## config.mk

```make
export PLATFORM = sky130hd
export DESIGN_NAME = sweep_ctrl
export DESIGN_NICKNAME = d
export VERILOG_FILES = /design/src/rtl/sweep_ctrl_pkg.sv /design/src/rtl/sweep_ctrl.sv
export SDC_FILE = /design/constraint.sdc
export NUM_CORES = 1
export LEC_CHECK = 0
export ABC_AREA = 0
export BUFFER_PORTS_ARGS = -buffer_cell sky130_fd_sc_hd__buf_2
export CORE_ASPECT_RATIO = 2
export CORE_MARGIN = 3
export CORE_UTILIZATION = 40
export CTS_BUF_LIST = sky130_fd_sc_hd__clkbuf_8
export DETAILED_ROUTE_END_ITERATION = 8
export PLACE_DENSITY = 0.6
export SKIP_CTS_REPAIR_TIMING = 1
export SLEW_MARGIN = 10
export SYNTH_ARGS = -nofsm -noshare
export SYNTH_HDL_FRONTEND = slang
export SYNTH_SLANG_ARGS = --single-unit
```

## constraint.sdc

```tcl
create_clock -name clk -period 5.4 [get_ports clk]
set_input_delay 0 -clock clk [delete_from_list [all_inputs] [get_ports clk]]
set_output_delay 0 -clock clk [all_outputs]
set_load 0.01 [all_outputs]
```

## src/rtl/sweep_ctrl_pkg.sv

```systemverilog
// Shared types and default widths for the sweep controller.
package sweep_ctrl_pkg;

  localparam int unsigned SWEEP_W  = 8;
  localparam int unsigned SWEEP_CW = 4;

  typedef enum logic [2:0] {
    ST_IDLE     = 3'd0,
    ST_LOAD     = 3'd1,
    ST_RUN_UP   = 3'd2,
    ST_RUN_DOWN = 3'd3,
    ST_DONE     = 3'd4
  } state_t;

  function automatic logic is_busy(input state_t s);
    return (s == ST_LOAD) || (s == ST_RUN_UP) || (s == ST_RUN_DOWN);
  endfunction

endpackage

```

## src/rtl/sweep_ctrl.sv

```systemverilog
// Sweep controller: drives an external up/down counter through triangle
// sweeps between latched lo/hi bounds, for a fixed or unbounded sweep count.
module sweep_ctrl
  import sweep_ctrl_pkg::*;
#(
  parameter int unsigned W  = SWEEP_W,
  parameter int unsigned CW = SWEEP_CW
) (
  input  logic          clk,
  input  logic          reset,
  input  logic          start,
  input  logic          stop,
  input  logic [W-1:0]  lo,
  input  logic [W-1:0]  hi,
  input  logic [CW-1:0] cycles,
  input  logic [W-1:0]  cnt_q,
  output logic          cnt_load,
  output logic [W-1:0]  cnt_data,
  output logic          cnt_en,
  output logic          up_down,
  output logic          busy,
  output logic          done,
  output logic          err,
  output logic [CW-1:0] sweep_cnt
);

  state_t        r_state;
  state_t        w_state_next;
  logic [W-1:0]  r_lo;
  logic [W-1:0]  r_hi;
  logic [CW-1:0] r_cycles;
  logic [CW-1:0] r_sweep_cnt;

  logic r_cnt_load, r_cnt_en, r_up_down, r_busy, r_done, r_err;
  logic w_cnt_load, w_cnt_en, w_up_down, w_busy, w_done, w_err;

  logic w_start_ok;
  logic w_up_turn;
  logic w_down_turn;
  logic w_last_sweep;

  assign w_start_ok   = start && (lo < hi);
  assign w_up_turn    = (cnt_q == r_hi - W'(1));
  assign w_down_turn  = (cnt_q == r_lo + W'(1));
  assign w_last_sweep = (r_cycles != '0) && ((r_sweep_cnt + CW'(1)) == r_cycles);

  // State register
  always_ff @(posedge clk or posedge reset) begin
    if (reset) r_state <= ST_IDLE;
    else       r_state <= w_state_next;
  end

  // Next-state logic; stop overrides every busy-state transition
  always_comb begin
    w_state_next = r_state;
    case (r_state)
      ST_IDLE:     if (w_start_ok) w_state_next = ST_LOAD;
      ST_LOAD:     w_state_next = stop ? ST_IDLE : ST_RUN_UP;
      ST_RUN_UP: begin
        if (stop)           w_state_next = ST_IDLE;
        else if (w_up_turn) w_state_next = ST_RUN_DOWN;
      end
      ST_RUN_DOWN: begin
        if (stop)             w_state_next = ST_IDLE;
        else if (w_down_turn) w_state_next = w_last_sweep ? ST_DONE : ST_RUN_UP;
      end
      ST_DONE:     w_state_next = ST_IDLE;
      default:     w_state_next = ST_IDLE;
    endcase
  end

  // Output decode from the upcoming state so registered outputs track the state
  always_comb begin
    w_cnt_load = 1'b0;
    w_cnt_en   = 1'b0;
    w_up_down  = 1'b1;
    w_busy     = is_busy(w_state_next);
    w_done     = 1'b0;
    w_err      = (r_state == ST_IDLE) && start && !(lo < hi);
    case (w_state_next)
      ST_LOAD:     w_cnt_load = 1'b1;
      ST_RUN_UP:   w_cnt_en   = 1'b1;
      ST_RUN_DOWN: begin
        w_cnt_en  = 1'b1;
        w_up_down = 1'b0;
      end
      ST_DONE:     w_done     = 1'b1;
      default:     ;
    endcase
  end

  always_ff @(posedge clk or posedge reset) begin
    if (reset) begin
      r_cnt_load <= 1'b0;
      r_cnt_en   <= 1'b0;
      r_up_down  <= 1'b1;
      r_busy     <= 1'b0;
      r_done     <= 1'b0;
      r_err      <= 1'b0;
    end else begin
      r_cnt_load <= w_cnt_load;
      r_cnt_en   <= w_cnt_en;
      r_up_down  <= w_up_down;
      r_busy     <= w_busy;
      r_done     <= w_done;
      r_err      <= w_err;
    end
  end

  // Bound latch and sweep counter; a sweep completes even if stop lands on it
  always_ff @(posedge clk or posedge reset) begin
    if (reset) begin
      r_lo        <= '0;
      r_hi        <= '0;
      r_cycles    <= '0;
      r_sweep_cnt <= '0;
    end else if ((r_state == ST_IDLE) && w_start_ok) begin
      r_lo        <= lo;
      r_hi        <= hi;
      r_cycles    <= cycles;
      r_sweep_cnt <= '0;
    end else if ((r_state == ST_RUN_DOWN) && w_down_turn) begin
      r_sweep_cnt <= r_sweep_cnt + CW'(1);
    end
  end

  assign cnt_load  = r_cnt_load;
  assign cnt_data  = r_lo;
  assign cnt_en    = r_cnt_en;
  assign up_down   = r_up_down;
  assign busy      = r_busy;
  assign done      = r_done;
  assign err       = r_err;
  assign sweep_cnt = r_sweep_cnt;

endmodule

```

==> metrics.md <==
| Metric | Value |
|---|---|
| RR Startpoint | r_state[1] |
| Top-Level Pins | 50 |
| R2R Setup Slk | 2.91 ns |
| Hpwl dp | 4130 um |
| Worst R2R Path Depth | 4 |
| Critical Path Fanout Max | 15 |
| CP Capture Type | flip-flop |
| Syn_nets | 239 |
| Async S/R FF share, synth | 1.000 |
| Hold Path Cell Cnt | 2 |
| Die Width | 56.89 um |
| Unique masters post-synth | 45 |
| Share of layout cells above drive strength 1 | 0.3185 |
| Post-synth EDFFs | 0 |
| Syn Area/Cell | 10.52 um2 |
| PD cells | 350.5 nW/um2 |
| Synth top area cells | dfrtp_1 39%, mux2_2 9.8%, ha_1 6.0% |
| Post-Synthesis Cells | 197 |
| Initial antenna violation count | 0 |
| Mapped cell area | 2072 um2 |
| Leak | 0.001241 uW |
| Total GRT Usage | 0.1772 |
| Total power | 924.8 uW |
| PortBufs | 49 |
| DRC Markers | 0 |
| Top-area cell type share of the netlist area | 0.3865 |
| Min Clock Period, post-route | 3.012 ns |
| Pre-antenna DRT Iters | 4 |
| Initial DRC Count | 30 |
| Max cap viols | 0 |
| Area Overhead vs Synth | 27.36% |
| Remaining global-route overflow | 0 |
| Via count | 1723 |
| Hold crit path type | in -> reg |
| Die Area | 6132 um2 |
| Routed wire per std cell | 16.02 um |
| Slew of the pin with the lowest slew margin | 0.6415 ns |
| Global-route wire length before repair | 8086 um |
| Initial Util | 0.4182 |
| CTS buffer count | 5 |
| FF+latch count, synth | 33 |
| Clock latency on the worst-skew pair | 0.28 ns |
| Status | complete, no violations |
| Slew Limit Fails | 0 |
| Critical path class | in -> reg |
| Die H | 107.8 um |
| Setup TNS | 0 ns |
| WP data required | 5.56 ns |
| Root Driver | clkbuf_8 |
| H-tree Lvls | 2 |
| Worst reg2reg endpoint | r_cycles[3] |
| Rows | 36 |
| Peak VDD IR | 0.2500 mV |
| Core Footprint | 4955 um2 |
| Leading cell type in the layout, fill and taps excluded | buf_2 |
| Crit. Startpoint | lo[2] |
| Min-delay src | lo[4] |
| CTS max path bufs | 2 |
| # diodes | 0 |
| Hold Path Sink | cnt_data[4] |
| Worst EP arrival | 3.17 ns |
| Unrepaired setup endpoints after global routing | no |
| Seq/Total Area, Yosys | 0.3992 |
| Clk pin slew, worst setup/hold paths | 0.07 ns |
| Vias in the first global route | 1683 |
| CTS tree | done |
| Worst clock skew | 0.006945 ns |
| Max Clk Rate | 332.0 MHz |
| Post-DR vias/cell | 5.269 |
| Fin. Hold Viols | 0 |
| Largest net degree at the start of global routing | 34 |
| DP Area | 2389 um2 |
| Top FF cell, synth | dfrtp_1 |
| Placer congestion estimate | 0.7356 |
| Worst Setup Start Kind | primary input |
| Fin area | 2639 um2 |
| Final setup vio count | 0 |
| Final Cycle Share | 0.5578 |
| Cell taking the most area after synthesis | dfrtp_1 |
| Post-DRT Antenna Nets | 0 |
| Total Wirelength | 5237 um |
| Ys Warns | 0 |
| CTS Sinks | 33 |
| Most frequent cells in the layout | 49 x buf_2, 32 x dfrtp_1, 18 x mux2_2, 17 x dlygate4sd3_1, 16 x inv_1 |
| Layout net count | 311 |
| Max transition margin | 0.5704 |
-- cells by family after synthesis --
| kind of cell | after synthesis | share of synthesized area |
|---|---|---|
| simple gates | 63 | 0.1963 |
| compound gates | 34 | 0.1093 |
| flops | 33 | 0.3992 |
| xor+xnor | 21 | 0.09541 |
| mux | 20 | 0.1075 |
| buf+inv | 16 | 0.03201 |
| fa+ha+maj | 10 | 0.06039 |
-- stage by stage --
stage | hold slack [ns] | util | std cells | setup WS, ns
6_report | 0.007130 | 0.5326 | 327 | 2.388
4_1_cts | -0.1980 | 0.4982 | 310 | 2.881
2_1_floorplan | 0.1282 | - | 197 | 3.179
3_3_place_gp | 0.1115 | 0.4821 | 302 | 2.588
3_5_place_dp | 0.1131 | 0.4821 | 302 | 2.585
5_1_grt | 0.002378 | 0.5326 | 327 | 2.211
-- metal layers --
| layer | part of all wire | vias up | global-route usage | routed length [um] |
|---|---|---|---|---|
| met5 | 0 | - | 0 | 0 |
| met4 | 0.024 | 0 | 0.08292 | 125 |
| met3 | 0.031 | 10 | 0.02881 | 162 |
| met2 | 0.59 | 38 | 0.3404 | 3112 |
| met1 | 0.35 | 815 | 0.1771 | 1837 |
| li1 | - | 860 | - | - |
-- Yosys cell counts (2+ instances only) --
library cell  count
dfrtp_1          32
mux2_2           18
inv_1            13
xnor2_1          11
ha_1             10
a21oi_1           9
nor2_1            9
xor2_1            9
nand2_1           7
o21ai_0           7
a31oi_1           6
nand3_1           5
nor2b_1           5
nor3b_1           5
a211oi_1          3
a21o_1            3
nand2b_1          3
nand3b_1          3
nand4_1           3
nor3_1            3
nor4_1            3
or3_1             3
and2_1            2
buf_2             2
mux2i_1           2
or2_2             2
-- critical path, cell delays in order --
cell,delay (ns)
dlygate4sd3_1,0.52
buf_2,0.13
ha_1,0.30
a21o_1,0.17
a31oi_1,0.13
o21ai_0,0.19
a31oi_1,0.37
nor2b_2,0.63
buf_4,0.35
mux2_2,0.37
-- report_power, final --
group          total (uW)  leakage (uW)  internal [uW]  switching [uW]
combinational         364      0.000782            191             173
sequential            391      0.000407            307            84.1
clock                 169     0.0000519           85.7            83.7
-- area by class of cell --
cell class	instances	area, um2
Clock buffer	5	68.82
Clock inverter	3	11.26
Fill cell	470	2316
Inverter	13	48.80
Multi-Input combinational cell	148	1181
Sequential cell	33	827.0
Tap cell	57	71.32
Timing Repair Buffer	68	430.4
-- flip-flops by register name (all words and copies together), names as in the netlist --
register	flops
cnt_data	8
cnt_en	1
up_down	1
err	1
busy	1
sweep_cnt	4
cnt_load	1
done	1
r_hi	8
r_state	3
r_cycles	4
-- how the worst max path moves through the flow --
stage | endpoint | cells past startpoint
after floorplan | busy | 6
after global placement | r_cycles[0] | 9
after detailed placement | r_cycles[3] | 9
after CTS | r_cycles[3] | 9
after global routing | r_cycles[3] | 10
final | r_cycles[3] | 10
No activity file was read; power rests on OpenSTA's default activity.
